<file path="src/rtl/head_gbus_out_arbiter.sv">
// head_gbus_out_arbiter
//   Merges the per-core GBUS write outports of a head core array onto one
//   shared GBUS write port. Cores cannot be stalled, so each core owns a small
//   FIFO. A round-robin arbiter drains the FIFOs into a single registered
//   output stage that uses a valid/ready handshake.
// Ports
//   clk, rst_n       clock, asynchronous active-low reset
//   in_addr_array    N*AW  per-core write address (core i at [i*AW +: AW])
//   in_wen_array     N     per-core write strobe, one word per cycle per core
//   in_wdata_array   N*DW  per-core write data   (core i at [i*DW +: DW])
//   out_gbus_addr    AW    merged address
//   out_gbus_wen     1     merged write valid
//   out_gbus_wdata   DW    merged data
//   out_gbus_ready   1     downstream accepts the word when high with wen
//   ovf_clear        1     pulse, clears all overflow flags
//   ovf_flag         N     sticky per-core "a word was dropped" flag
//   idle             1     all FIFOs empty and output stage empty
module head_gbus_out_arbiter #(
  parameter int HEAD_CORE_NUM   = 4,
  parameter int GBUS_ADDR_WIDTH = 16,
  parameter int GBUS_DATA_WIDTH = 32,
  parameter int FIFO_DEPTH      = 4
) (
  input  logic                                     clk,
  input  logic                                     rst_n,
  input  logic [HEAD_CORE_NUM*GBUS_ADDR_WIDTH-1:0] in_addr_array,
  input  logic [HEAD_CORE_NUM-1:0]                 in_wen_array,
  input  logic [HEAD_CORE_NUM*GBUS_DATA_WIDTH-1:0] in_wdata_array,
  output logic [GBUS_ADDR_WIDTH-1:0]               out_gbus_addr,
  output logic                                     out_gbus_wen,
  output logic [GBUS_DATA_WIDTH-1:0]               out_gbus_wdata,
  input  logic                                     out_gbus_ready,
  input  logic                                     ovf_clear,
  output logic [HEAD_CORE_NUM-1:0]                 ovf_flag,
  output logic                                     idle
);

  localparam int N  = HEAD_CORE_NUM;
  localparam int AW = GBUS_ADDR_WIDTH;
  localparam int DW = GBUS_DATA_WIDTH;
  localparam int EW = AW + DW;
  localparam int PW = $clog2(FIFO_DEPTH);
  localparam int RW = $clog2(N);
  localparam logic [PW:0] FULL_CNT = (PW+1)'(FIFO_DEPTH);
  localparam logic [RW:0] N_CNT    = (RW+1)'(N);

  logic [EW-1:0] mem_q    [N][FIFO_DEPTH];
  logic [EW-1:0] mem_d    [N][FIFO_DEPTH];
  logic [PW-1:0] wr_ptr_q [N];
  logic [PW-1:0] wr_ptr_d [N];
  logic [PW-1:0] rd_ptr_q [N];
  logic [PW-1:0] rd_ptr_d [N];
  logic [PW:0]   cnt_q    [N];
  logic [PW:0]   cnt_d    [N];
  logic [RW-1:0] rr_ptr_q, rr_ptr_d;
  logic          out_valid_q, out_valid_d;
  logic [AW-1:0] out_addr_q, out_addr_d;
  logic [DW-1:0] out_data_q, out_data_d;
  logic [N-1:0]  ovf_q, ovf_d;
  logic          idle_q, idle_d;

  logic          stage_load_s;
  logic          grant_valid_s;
  logic [RW-1:0] grant_idx_s;
  logic [RW:0]   cand_s;
  logic [RW:0]   rr_next_s;
  logic [N-1:0]  pop_s, push_s, drop_s;
  logic [EW-1:0] head_s;
  logic          any_cnt_s;

  assign stage_load_s = !out_valid_q || out_gbus_ready;

  // Round-robin search starting at rr_ptr; first non-empty FIFO wins.
  always_comb begin
    grant_valid_s = 1'b0;
    grant_idx_s   = {RW{1'b0}};
    cand_s        = {(RW+1){1'b0}};
    for (int k = 0; k < N; k++) begin
      cand_s = {1'b0, rr_ptr_q} + (RW+1)'(k);
      if (cand_s >= N_CNT) begin
        cand_s = cand_s - N_CNT;
      end else begin
        cand_s = cand_s;
      end
      if (stage_load_s && !grant_valid_s && (cnt_q[cand_s[RW-1:0]] != {(PW+1){1'b0}})) begin
        grant_valid_s = 1'b1;
        grant_idx_s   = cand_s[RW-1:0];
      end else begin
        grant_valid_s = grant_valid_s;
      end
    end
  end

  // Per-core FIFO bookkeeping; a full FIFO still accepts when popped this cycle.
  always_comb begin
    mem_d    = mem_q;
    wr_ptr_d = wr_ptr_q;
    rd_ptr_d = rd_ptr_q;
    cnt_d    = cnt_q;
    pop_s    = {N{1'b0}};
    push_s   = {N{1'b0}};
    drop_s   = {N{1'b0}};
    for (int i = 0; i < N; i++) begin
      pop_s[i]  = grant_valid_s && (grant_idx_s == RW'(i));
      push_s[i] = in_wen_array[i] && ((cnt_q[i] != FULL_CNT) || pop_s[i]);
      drop_s[i] = in_wen_array[i] && !push_s[i];
      if (push_s[i]) begin
        mem_d[i][wr_ptr_q[i]] = {in_addr_array[i*AW +: AW], in_wdata_array[i*DW +: DW]};
        wr_ptr_d[i]           = wr_ptr_q[i] + PW'(1);
      end else begin
        wr_ptr_d[i] = wr_ptr_q[i];
      end
      if (pop_s[i]) begin
        rd_ptr_d[i] = rd_ptr_q[i] + PW'(1);
      end else begin
        rd_ptr_d[i] = rd_ptr_q[i];
      end
      case ({push_s[i], pop_s[i]})
        2'b10:   cnt_d[i] = cnt_q[i] + (PW+1)'(1);
        2'b01:   cnt_d[i] = cnt_q[i] - (PW+1)'(1);
        default: cnt_d[i] = cnt_q[i];
      endcase
    end
  end

  // Output stage, round-robin pointer, overflow flags and idle.
  always_comb begin
    head_s      = mem_q[grant_idx_s][rd_ptr_q[grant_idx_s]];
    out_valid_d = out_valid_q;
    out_addr_d  = out_addr_q;
    out_data_d  = out_data_q;
    rr_ptr_d    = rr_ptr_q;
    rr_next_s   = {1'b0, grant_idx_s} + (RW+1)'(1);
    if (stage_load_s) begin
      out_valid_d = grant_valid_s;
      if (grant_valid_s) begin
        out_addr_d = head_s[EW-1:DW];
        out_data_d = head_s[DW-1:0];
      end else begin
        out_addr_d = out_addr_q;
        out_data_d = out_data_q;
      end
    end else begin
      out_valid_d = out_valid_q;
    end
    if (grant_valid_s) begin
      if (rr_next_s == N_CNT) begin
        rr_ptr_d = {RW{1'b0}};
      end else begin
        rr_ptr_d = rr_next_s[RW-1:0];
      end
    end else begin
      rr_ptr_d = rr_ptr_q;
    end
    // A drop in the same cycle as a clear must leave the flag set.
    if (ovf_clear) begin
      ovf_d = drop_s;
    end else begin
      ovf_d = ovf_q | drop_s;
    end
    any_cnt_s = 1'b0;
    for (int i = 0; i < N; i++) begin
      any_cnt_s = any_cnt_s | (cnt_d[i] != {(PW+1){1'b0}});
    end
    idle_d = !any_cnt_s && !out_valid_d;
  end

  // State registers; reset discards every buffered word.
  always_ff @(posedge clk or negedge rst_n) begin
    if (!rst_n) begin
      for (int i = 0; i < N; i++) begin
        wr_ptr_q[i] <= {PW{1'b0}};
        rd_ptr_q[i] <= {PW{1'b0}};
        cnt_q[i]    <= {(PW+1){1'b0}};
        for (int j = 0; j < FIFO_DEPTH; j++) begin
          mem_q[i][j] <= {EW{1'b0}};
        end
      end
      rr_ptr_q    <= {RW{1'b0}};
      out_valid_q <= 1'b0;
      out_addr_q  <= {AW{1'b0}};
      out_data_q  <= {DW{1'b0}};
      ovf_q       <= {N{1'b0}};
      idle_q      <= 1'b1;
    end else begin
      mem_q       <= mem_d;
      wr_ptr_q    <= wr_ptr_d;
      rd_ptr_q    <= rd_ptr_d;
      cnt_q       <= cnt_d;
      rr_ptr_q    <= rr_ptr_d;
      out_valid_q <= out_valid_d;
      out_addr_q  <= out_addr_d;
      out_data_q  <= out_data_d;
      ovf_q       <= ovf_d;
      idle_q      <= idle_d;
    end
  end

  assign out_gbus_wen   = out_valid_q;
  assign out_gbus_addr  = out_addr_q;
  assign out_gbus_wdata = out_data_q;
  assign ovf_flag       = ovf_q;
  assign idle           = idle_q;

endmodule

</file>
<file path="config.mk">
export PLATFORM = sky130hd
export DESIGN_NAME = head_gbus_out_arbiter
export DESIGN_NICKNAME = d
export VERILOG_FILES = /design/src/rtl/head_gbus_out_arbiter.sv
export SDC_FILE = /design/constraint.sdc
export NUM_CORES = 1
export LEC_CHECK = 0
export ABC_CLOCK_PERIOD_IN_PS = 8900
export BUFFER_PORTS_ARGS = -buffer_cell sky130_fd_sc_hd__buf_2
export CAP_MARGIN = 40
export CORE_ASPECT_RATIO = 0.9
export CORE_MARGIN = 3
export CORE_UTILIZATION = 25
export CTS_BUF_LIST = sky130_fd_sc_hd__clkbuf_16
export DETAILED_ROUTE_END_ITERATION = 12
export PLACE_DENSITY_LB_ADDON = 0.05
export REMOVE_ABC_BUFFERS = 1
export SYNTH_ARGS = -nofsm -noshare
export SYNTH_HDL_FRONTEND = slang
export SYNTH_SLANG_ARGS = --single-unit
</file>
<file path="constraint.sdc">
create_clock -name clk -period 8.9 [get_ports clk]
set_input_delay 1.78 -clock clk [delete_from_list [all_inputs] [get_ports clk]]
set_output_delay 1.78 -clock clk [all_outputs]
set_load 0.02 [all_outputs]
</file>
# After elaboration in Yosys (flattened, before gate mapping)
# Index checks and enable logic that the tools add are counted.
[word_totals]
in_bits = 200
output_inout_bits = 54
register_bits = 852
[op_classes]
order_cmp = 18
eq_ne = 16
reduce_logical = 49
muxes = 52
n_bitwise = 14
n_addsub = 24
[op_table]
columns = ["cell", "n"]
rows = [
  ["192-bit bitwise mux", 4],
  ["192-bit binary-select mux with 2-bit select", 1],
  ["48-bit demux with 2-bit select", 4],
  ["192-bit two-way mux", 2],
  ["48-bit two-way mux", 6],
  ["48-bit binary-select mux with 2-bit select", 1],
  ["3-bit >= comparator, second input constant", 13],
  ["2-bit NOT with 3-bit output", 10],
  ["3-bit binary-select mux with 2-bit select", 4],
  ["1-bit logical AND", 24],
  ["3-bit two-way mux", 8],
  ["3-bit one-hot mux with 2 select lines", 4],
  ["3-bit nonzero test", 8],
  ["2-bit two-way mux", 11],
  ["2-bit by 1-bit adder with 2-bit output, second input constant", 8],
  ["3-bit by 1-bit adder with 3-bit output, second input constant", 4],
  ["2-bit == test, second input constant", 6],
  ["3-bit by 1-bit < comparator with 1-bit output, second input constant", 4],
  ["3-bit inequality test, second input constant", 4],
  ["3-bit by 1-bit subtractor with 3-bit output, second input constant", 4],
  ["2-bit by 1-bit == test with 1-bit output, second input constant", 5],
  ["1-bit zero test", 10],
  ["2-bit by 1-bit subtractor with 2-bit output, second input constant", 4],
  ["2-bit by 1-bit adder with 3-bit output, second input constant", 2],
  ["11 further kinds", 22],
]

# Depth between registers and ports, before layout
# Gate-level depths: netlist (run 1).
[depth]
depth_word = 33
mapped_depth = 20
depth_no_buf = 16

# Least setup slack after synthesis (run 1)
# OpenSTA, ideal clock, no wires.
[synth_path]
path_kind = "input-to-reg"
startpoint = "input out_gbus_ready"
endpoint = "register idle_q (netlist: idle)"
arrival_time_ns = 5.171
slack_ns = 3.633
setup_ns = 0.096
required_time_ns = 8.804
stages = 16
path_cell_list = "nand2b_1 -> o2111ai_1 -> or3_1 -> o211a_2 -> buf_4 -> clkbuf_1 -> clkbuf_1 -> ha_1 -> nand2_1 -> a31oi_1 -> inv_1 -> ha_1 -> fa_1 -> mux2_2 -> nor4_1 -> nor4bb_1"
[synth_lines]
columns = ["element", "line_no", "source"]
rows = [
  ["start, declared", "32", "input logic out_gbus_ready,"],
  ["end signal, assigned", "195", "idle_q <= idle_d;"],
  ["end, declared", "60", "logic idle_q, idle_d;"],
]

==> reports/qor.txt, run 1 <==
Run status - completed
Post-CTS sizing - 0
Global-route met3 utilization - 0.0337
Most area-consuming cells after synthesis - dfrtp_1 (54%), mux2_2 (22%), nand2_1 (4.5%), a211oi_1 (3.7%), a31oi_1 (3.1%)
Total GRT Usage - 0.179
Worst Path Arrival - 5.84 ns
CP required - 9.52 ns
Synthesis warning total - 0
CP max FO - 63
Final count of negative-setup-slack endpoints - 0
Setup crit end kind - flop
Area after DPL - 0.0432 mm2
Delay of the slowest critical-path stage - 0.64 ns
Die width - 424 um
Longest Clk Path Bufs - 3
Worst Setup SP - out_gbus_ready
Reg2reg path depth - 16
HP Start - rd_ptr_q[7]
Gr busiest metal - met2
First-pass GRT wire length - 214 mm
Initial antenna violation count - 54
Routed Antenna Nets - 0
Worst Tran Pin Value - 1.01 ns
Final instance area - 0.0465 mm2
Area leader, netlist - dfrtp_1
Crit path time final - 5.21 ns
DRT Wirelength - 146 mm
Worst R2R Start - cnt_q[11]
Min-Delay Path Depth - 1
Placer congestion estimate - 0.718
Final Hold Slack - 0.475 ns
Die area - 0.162 mm2
Distinct cells, synth - 41
Synth Cell Area - 0.0393 mm2
GR Util met1 - 0.234
Hold-fix buffers, CTS - 0
Violation count after the first detailed-routing iteration - 1539
Synth-to-layout area growth - 18.4%
Ys flop type - dfrtp_1
Clock skew - 0.0170 ns
Seq/Total Area, Yosys - 0.543
CTS Buf Count - 107
Grt ovf - 0
Starting Density - 0.253
Reg-to-Reg End - idle
Via count - 27200
Max_cap viols - 0
Crit path max-delay family - buffers and inverters
Worst-path clk slew - 0.06 ns
DP Worst Slack - 2.89 ns
H-tree levels - 3
Cell at the slowest stage of the critical path - buf_4
Share of cells above drive strength 1 - 0.361
F_max - 192 MHz
RSZ-0062 raised after global routing - no
FILL cells - 15800
Post-CTS setup buffer count - 0
Vias/cell - 4.87
Sink Count - 852
Synth top area share - 0.542
Critical path buffers and inverters - 6
Die height - 382 um
TritonCTS clock tree - built
Critical path class - input pin to flop
IO Port Bufs - 253
Final WS setup - 3.69 ns
Critical path depth - 16
Synthesized flop and latch total - 852
Pleak - 20.5 nW
Post-layout util - 0.299
Max-slew headroom - 0.327
WL per Instance - 26.2 um
Hold WC Path Type - flop to flop
CP startpoint kind - input pin
Final nets - 3624
Pin count of the biggest net entering global routing - 193
# IOs - 254
R2R setup slack - 4.00 ns
Peak supply drop - 0.353 mV
Crit path to - idle
Most frequent cell after synthesis - dfrtp_1
Via count of the first global-routing pass - 29400
Max-slew violation count - 0
Total power - 20.2 mW
GRT met2 Usage - 0.298
Core ar. - 0.155 mm2
Post-synth EDFFs - 0
FFs w/ async S/R, synth - 1.00
CP most frequent cell - inv_1
Commonest cells post-synth - dfrtp_1 (851), mux2_2 (770), nand2_1 (468), a31oi_1 (196)
Syn Inst Count - 3226
# rows - 137
Mean post-synth cell area - 12.2 um2
Final hold vios - 0
Power Density - 433 mW/mm2
TritonRoute pass-1 iters - 5
Post-DP HPWL - 88.4 mm
Detailed-route DRC error count - 0
Later-pin clock latency in the skew report - 0.71 ns
Root Buffer - clkbuf_16
Crit-path cells - buf_2 > inv_1 > a222oi_1 > and2_4 > buf_4 > ha_1 > nand2_1 > a31oi_1 > buf_4 > inv_1 > ha_1 > inv_1 > fa_1 > o21ai_0 > nor4_1 > nor4bb_1
Final Cycle Share - 0.586
[cell usage in the layout (no fill, tap or decap), types with 8 or more instances in the layout]
master and count:
nand2_1 449, xnor2_1 17, clkinv_1 30, buf_4 44, mux2i_1 101, mux2_2 770, diode_2 19, o21ai_0 8
nand2_4 15, clkbuf_16 110, inv_1 62, o221ai_1 48, buf_16 18, ha_1 24, nor2_1 11, and3_1 192
clkinv_2 19, buf_2 252, dfrtp_1 851, a211oi_1 192, a31oi_1 196
[per-layer routing]
| layer | part of all wire | wire length, um |
|---|---|---|
| met5 | 0.00085 | 124 |
| met4 | 0.030 | 4440 |
| met3 | 0.040 | 5780 |
| met2 | 0.48 | 70500 |
| met1 | 0.45 | 65300 |
[final cells by class]
cell class                      count  area, um2  area share
Multi-Input combinational cell   2077      16900       0.363
Clock buffer                      110       2750      0.0591
Inverter                           37        146     0.00315
Tap cell                         2085       2610      0.0561
Clock inverter                     87        554      0.0119
Sequential cell                   852      21300       0.458
Timing Repair Buffer              321       2220      0.0477
Antenna cell                       19       47.5     0.00102
[metrics by stage]
stage           TNS, ns  cells
2_1_floorplan  -7662.45   2966
3_3_place_gp          0   5353
3_5_place_dp          0   5372
4_1_cts               0   5569
5_1_grt               0   5579
6_report              0   5588
[logic make-up (layout without fill, tap and decap cells)]
group,after synthesis,in the layout,share of synthesized area
mux,872,872,0.247
compound gates,456,456,0.0819
flops,852,852,0.543
xor+xnor,24,24,0.00535
fa+ha+maj,28,28,0.00968
simple gates,697,697,0.0809
buf+inv,297,555,0.0328
other cells,0,19,0
[worst min path at each step]
stage / end
2_1_floorplan: rd_ptr_q[1]
3_3_place_gp: rd_ptr_q[5]
3_5_place_dp: rd_ptr_q[1]
4_1_cts: rd_ptr_q[7]
5_1_grt: rd_ptr_q[1]
6_report: rd_ptr_q[7]
[worst reg2reg max path, stage by stage, from the launching register on]
cell and delay [ns]:
dfrtp_1 0.43, nor3_2 0.40, o22ai_1 0.14, a222oi_1 0.51, and2_4 0.41, buf_4 0.65, ha_1 0.32, nand2_1 0.11
a31oi_1 0.24, buf_4 0.31, inv_1 0.07, ha_1 0.23, inv_1 0.07, fa_1 0.42, o21ai_0 0.26, nor4_1 0.09
nor4bb_1 0.15
[registers in the layout (all words and copies together) (netlist names)]
register	cells
ovf_flag	4
out_gbus_addr	16
idle	1
mem_q	768
rr_ptr_q	2
wr_ptr_q	8
cnt_q	12
out_gbus_wdata	32
out_gbus_wen	1
rd_ptr_q	8
[where the power goes]
part,internal (mW),switching [mW],leakage [nW]
clock network,2.39,1.78,1.73
registers,5.90,1.08,10.1
logic,3.94,5.07,8.68
No activity file was read; power rests on OpenSTA's default activity.
==> run 2: changes to the inputs <==
Settings changed: ABC_AREA set to 1, ABC_CLOCK_PERIOD_IN_PS 8900 to 5150.
Clock period 8.9 ns to 5.15 ns, I/O delays scaled along.
==> reports/qor.txt, run 2 <==
Placer congestion estimate - 0.734 (+2.3%)
Die height - 397 um (+4.0%)
# IOs - 254 (unchanged)
Ys flop type - dfrtp_1
Final nets - 4438 (+22%)
Most area-consuming cells after synthesis - dfrtp_1 (50%), mux2_2 (12%), nand3_1 (10%), mux2_4 (9.9%), nand2_1 (9.1%)
Final hold vios - 0 (unchanged)
Hold-fix buffers, CTS - 0 (unchanged)
Distinct cells, synth - 34 (-17%)
Synthesis warning total - 0 (unchanged)
Grt ovf - 0 (unchanged)
Sink Count - 852 (unchanged)
Most frequent cell after synthesis - nand2_1
Critical path class - flop to flop
TritonRoute pass-1 iters - 5 (unchanged)
R2R setup slack - 0.61 ns (-3.39 ns)
Longest Clk Path Bufs - 3 (unchanged)
Sequential Area - 0.0213 mm2 (unchanged)
Hold WC Path Type - input pin to asynchronous set/reset pin
Vias/cell - 4.66 (-4.3%)
Root Buffer - clkbuf_16
Setup tns final - 0 ns (unchanged)
Largest family of logic cells by synthesized area - multiplexers
Setup crit end kind - flop
Via count - 30500 (+12%)
Total GRT Usage - 0.187 (+0.00806)
Max-slew headroom - 0.271 (-0.0560)
Run status - completed
Max_cap viols - 0 (unchanged)
CP startpoint kind - flop
Synth top area share - 0.501 (-0.0414)
Detailed-route DRC error count - 0 (unchanged)
Post-synthesis mux area share - 0.228 (-0.0184)
Commonest non-fill, non-tap cells in the layout - nand2_1 (1026), nand3_1 (879), dfrtp_1 (851), mux2_2 (449), mux2_4 (280)
Pin count of the biggest net entering global routing - 164 (-15%)
RSZ-0062 raised after global routing - no
FILL cells - 17600 (+11%)
Share of cells above drive strength 1 - 0.295 (-0.0662)
DRT Wirelength - 164 mm (+12%)
H-tree levels - 3 (unchanged)
Multi-input gate area - 0.0193 mm2 (+15%)
First-pass GRT wire length - 241 mm (+13%)
Core ar. - 0.168 mm2 (+7.9%)
IO Port Bufs - 253 (unchanged)
Worst Tran Pin Value - 1.09 ns (+0.0840 ns)
Syn Inst Count - 4047 (+25%)
# rows - 142 (+3.6%)
Initial antenna violation count - 36 (-33%)
Synthesized flop and latch total - 852 (unchanged)
WL per Instance - 25.0 um (-4.4%)
Synth Area in Compound Gates - 0.00356 (-0.0784)
Violation count after the first detailed-routing iteration - 1825 (+19%)
Worst-path clk slew - 0.06 ns (about the same)
Post-CTS sizing - 0 (unchanged)
CTS Buf Count - 109 (+1.9%)
Die area - 0.175 mm2 (+8.2%)
Post-synth EDFFs - 0 (unchanged)
Synth-to-layout area growth - 17.0%
Final Cycle Share - 0.882
Clock skew - 0.0230 ns (+0.00594 ns)
Synth Cell Area - 0.0425 mm2 (+8.3%)
Later-pin clock latency in the skew report - 0.74 ns (+0.03 ns)
TritonCTS clock tree - built
CP max FO - 23 (-63%)
Crit path time final - 4.54 ns
Mean post-synth cell area - 10.5 um2 (-14%)
CP required - 5.77 ns (-3.75 ns)
Most flops, register - mem_q
Starting Density - 0.254 (+0.000934)
Area leader, netlist - dfrtp_1
Seq/Total Area, Yosys - 0.501 (-0.0415)
Max-slew violation count - 0 (unchanged)
Post-CTS setup buffer count - 0 (unchanged)
F_max - 220 MHz
XOR/XNOR Fraction of Synth Area - 0.00329 (-0.00206)
Post-DP HPWL - 95.1 mm (+7.6%)
Via count of the first global-routing pass - 32300 (+10%)
Commonest cells post-synth - nand2_1 (1029), nand3_1 (879), dfrtp_1 (851), mux2_2 (449), mux2_4 (280)
Die width - 441 um (+4.0%)
Worst Path Arrival - 5.16 ns (-0.68 ns)
Commonest non-fill, non-tap cell in the layout - nand2_1
Post-Synth Adder-Cell Area - 0.00894 (-0.000740)
Routed Antenna Nets - 0 (unchanged)
Final count of negative-setup-slack endpoints - 0 (unchanged)
FFs w/ async S/R, synth - 1.00 (unchanged)
Max FFs per register - 768 (unchanged)
Post-synthesis simple-gate area fraction - 0.207 (+0.126)
==> run 2: final timing paths <==
path	end	from	cells after the start
max in group asynchronous	ovf_flag[0]	rst_n	2
setup reg to reg	idle	rr_ptr_q[0]	21
hold reg to reg	rd_ptr_q[3]	rd_ptr_q[3]	1
min in group clk	rd_ptr_q[3]	rd_ptr_q[3]	1
hold / removal	mem_q[215]	rst_n	1
setup / recovery	idle	rr_ptr_q[0]	21
==> run 2: final cells by class <==
cell class | count | share of cell area
multi-input combinational | 2837 | 0.388
antenna | 11 | 0.000553
clock inverter | 90 | 0.0143
clock buffer | 110 | 0.0553
sequential | 852 | 0.428
tap | 2232 | 0.0561
timing repair buffer | 346 | 0.0523
inverter | 64 | 0.00488
==> run 2: kinds of logic after synthesis <==
logic type | after synthesis
AND/OR/NAND/NOR | 1997
flip-flops | 852
multiplexers | 769
buffers and inverters | 358
adder cells (fa/ha/maj) | 28
AO/OA/AOI/OAI | 27
XOR/XNOR | 16
==> run 2: critical path, stage by stage, from the launching register on <==
cell,delay [ns]
dfrtp_1,0.57
inv_2,0.22
nand2_1,0.13
nand2_2,0.12
nor2_1,0.11
nand2_1,0.13
nand3_2,0.14
nor2_1,0.06
nor2_1,0.27
nand2_8,0.19
nand2_8,0.16
inv_1,0.10
ha_1,0.19
nand2_2,0.09
nand3_2,0.10
nand2_4,0.19
ha_1,0.24
fa_1,0.41
mux2_2,0.29
nor4_1,0.31
nand2_1,0.09
nor4_1,0.32
==> run 2: stage by stage <==
stage | instance area [um2] | util | hold WS (ns) | instances | worst slack (ns)
finish | 49800 | 0.297 | 0.343 | 6542 | 0.609
global route | 49800 | 0.297 | 0.332 | 6537 | 0.146
CTS | 49800 | 0.297 | 0.298 | 6531 | 0.551
detailed placement | 46300 | 0.276 | 0.462 | 6331 | 0.398
global placement | 46200 | 0.275 | 0.457 | 6326 | 0.374
floorplan | 40700 | - | 0.442 | 3753 | -6.99
==> run 2: per-layer routing <==
metal,GRT usage,up-vias,share of wire
met5,0,-,0.00053
met4,0.0474,12,0.025
met3,0.0265,236,0.026
met2,0.306,437,0.47
met1,0.260,15700,0.48
li1,-,14100,-
Power of run 2 is not shown: default switching activity piles up to over one toggle a cycle in this logic, so the estimate is an artifact.
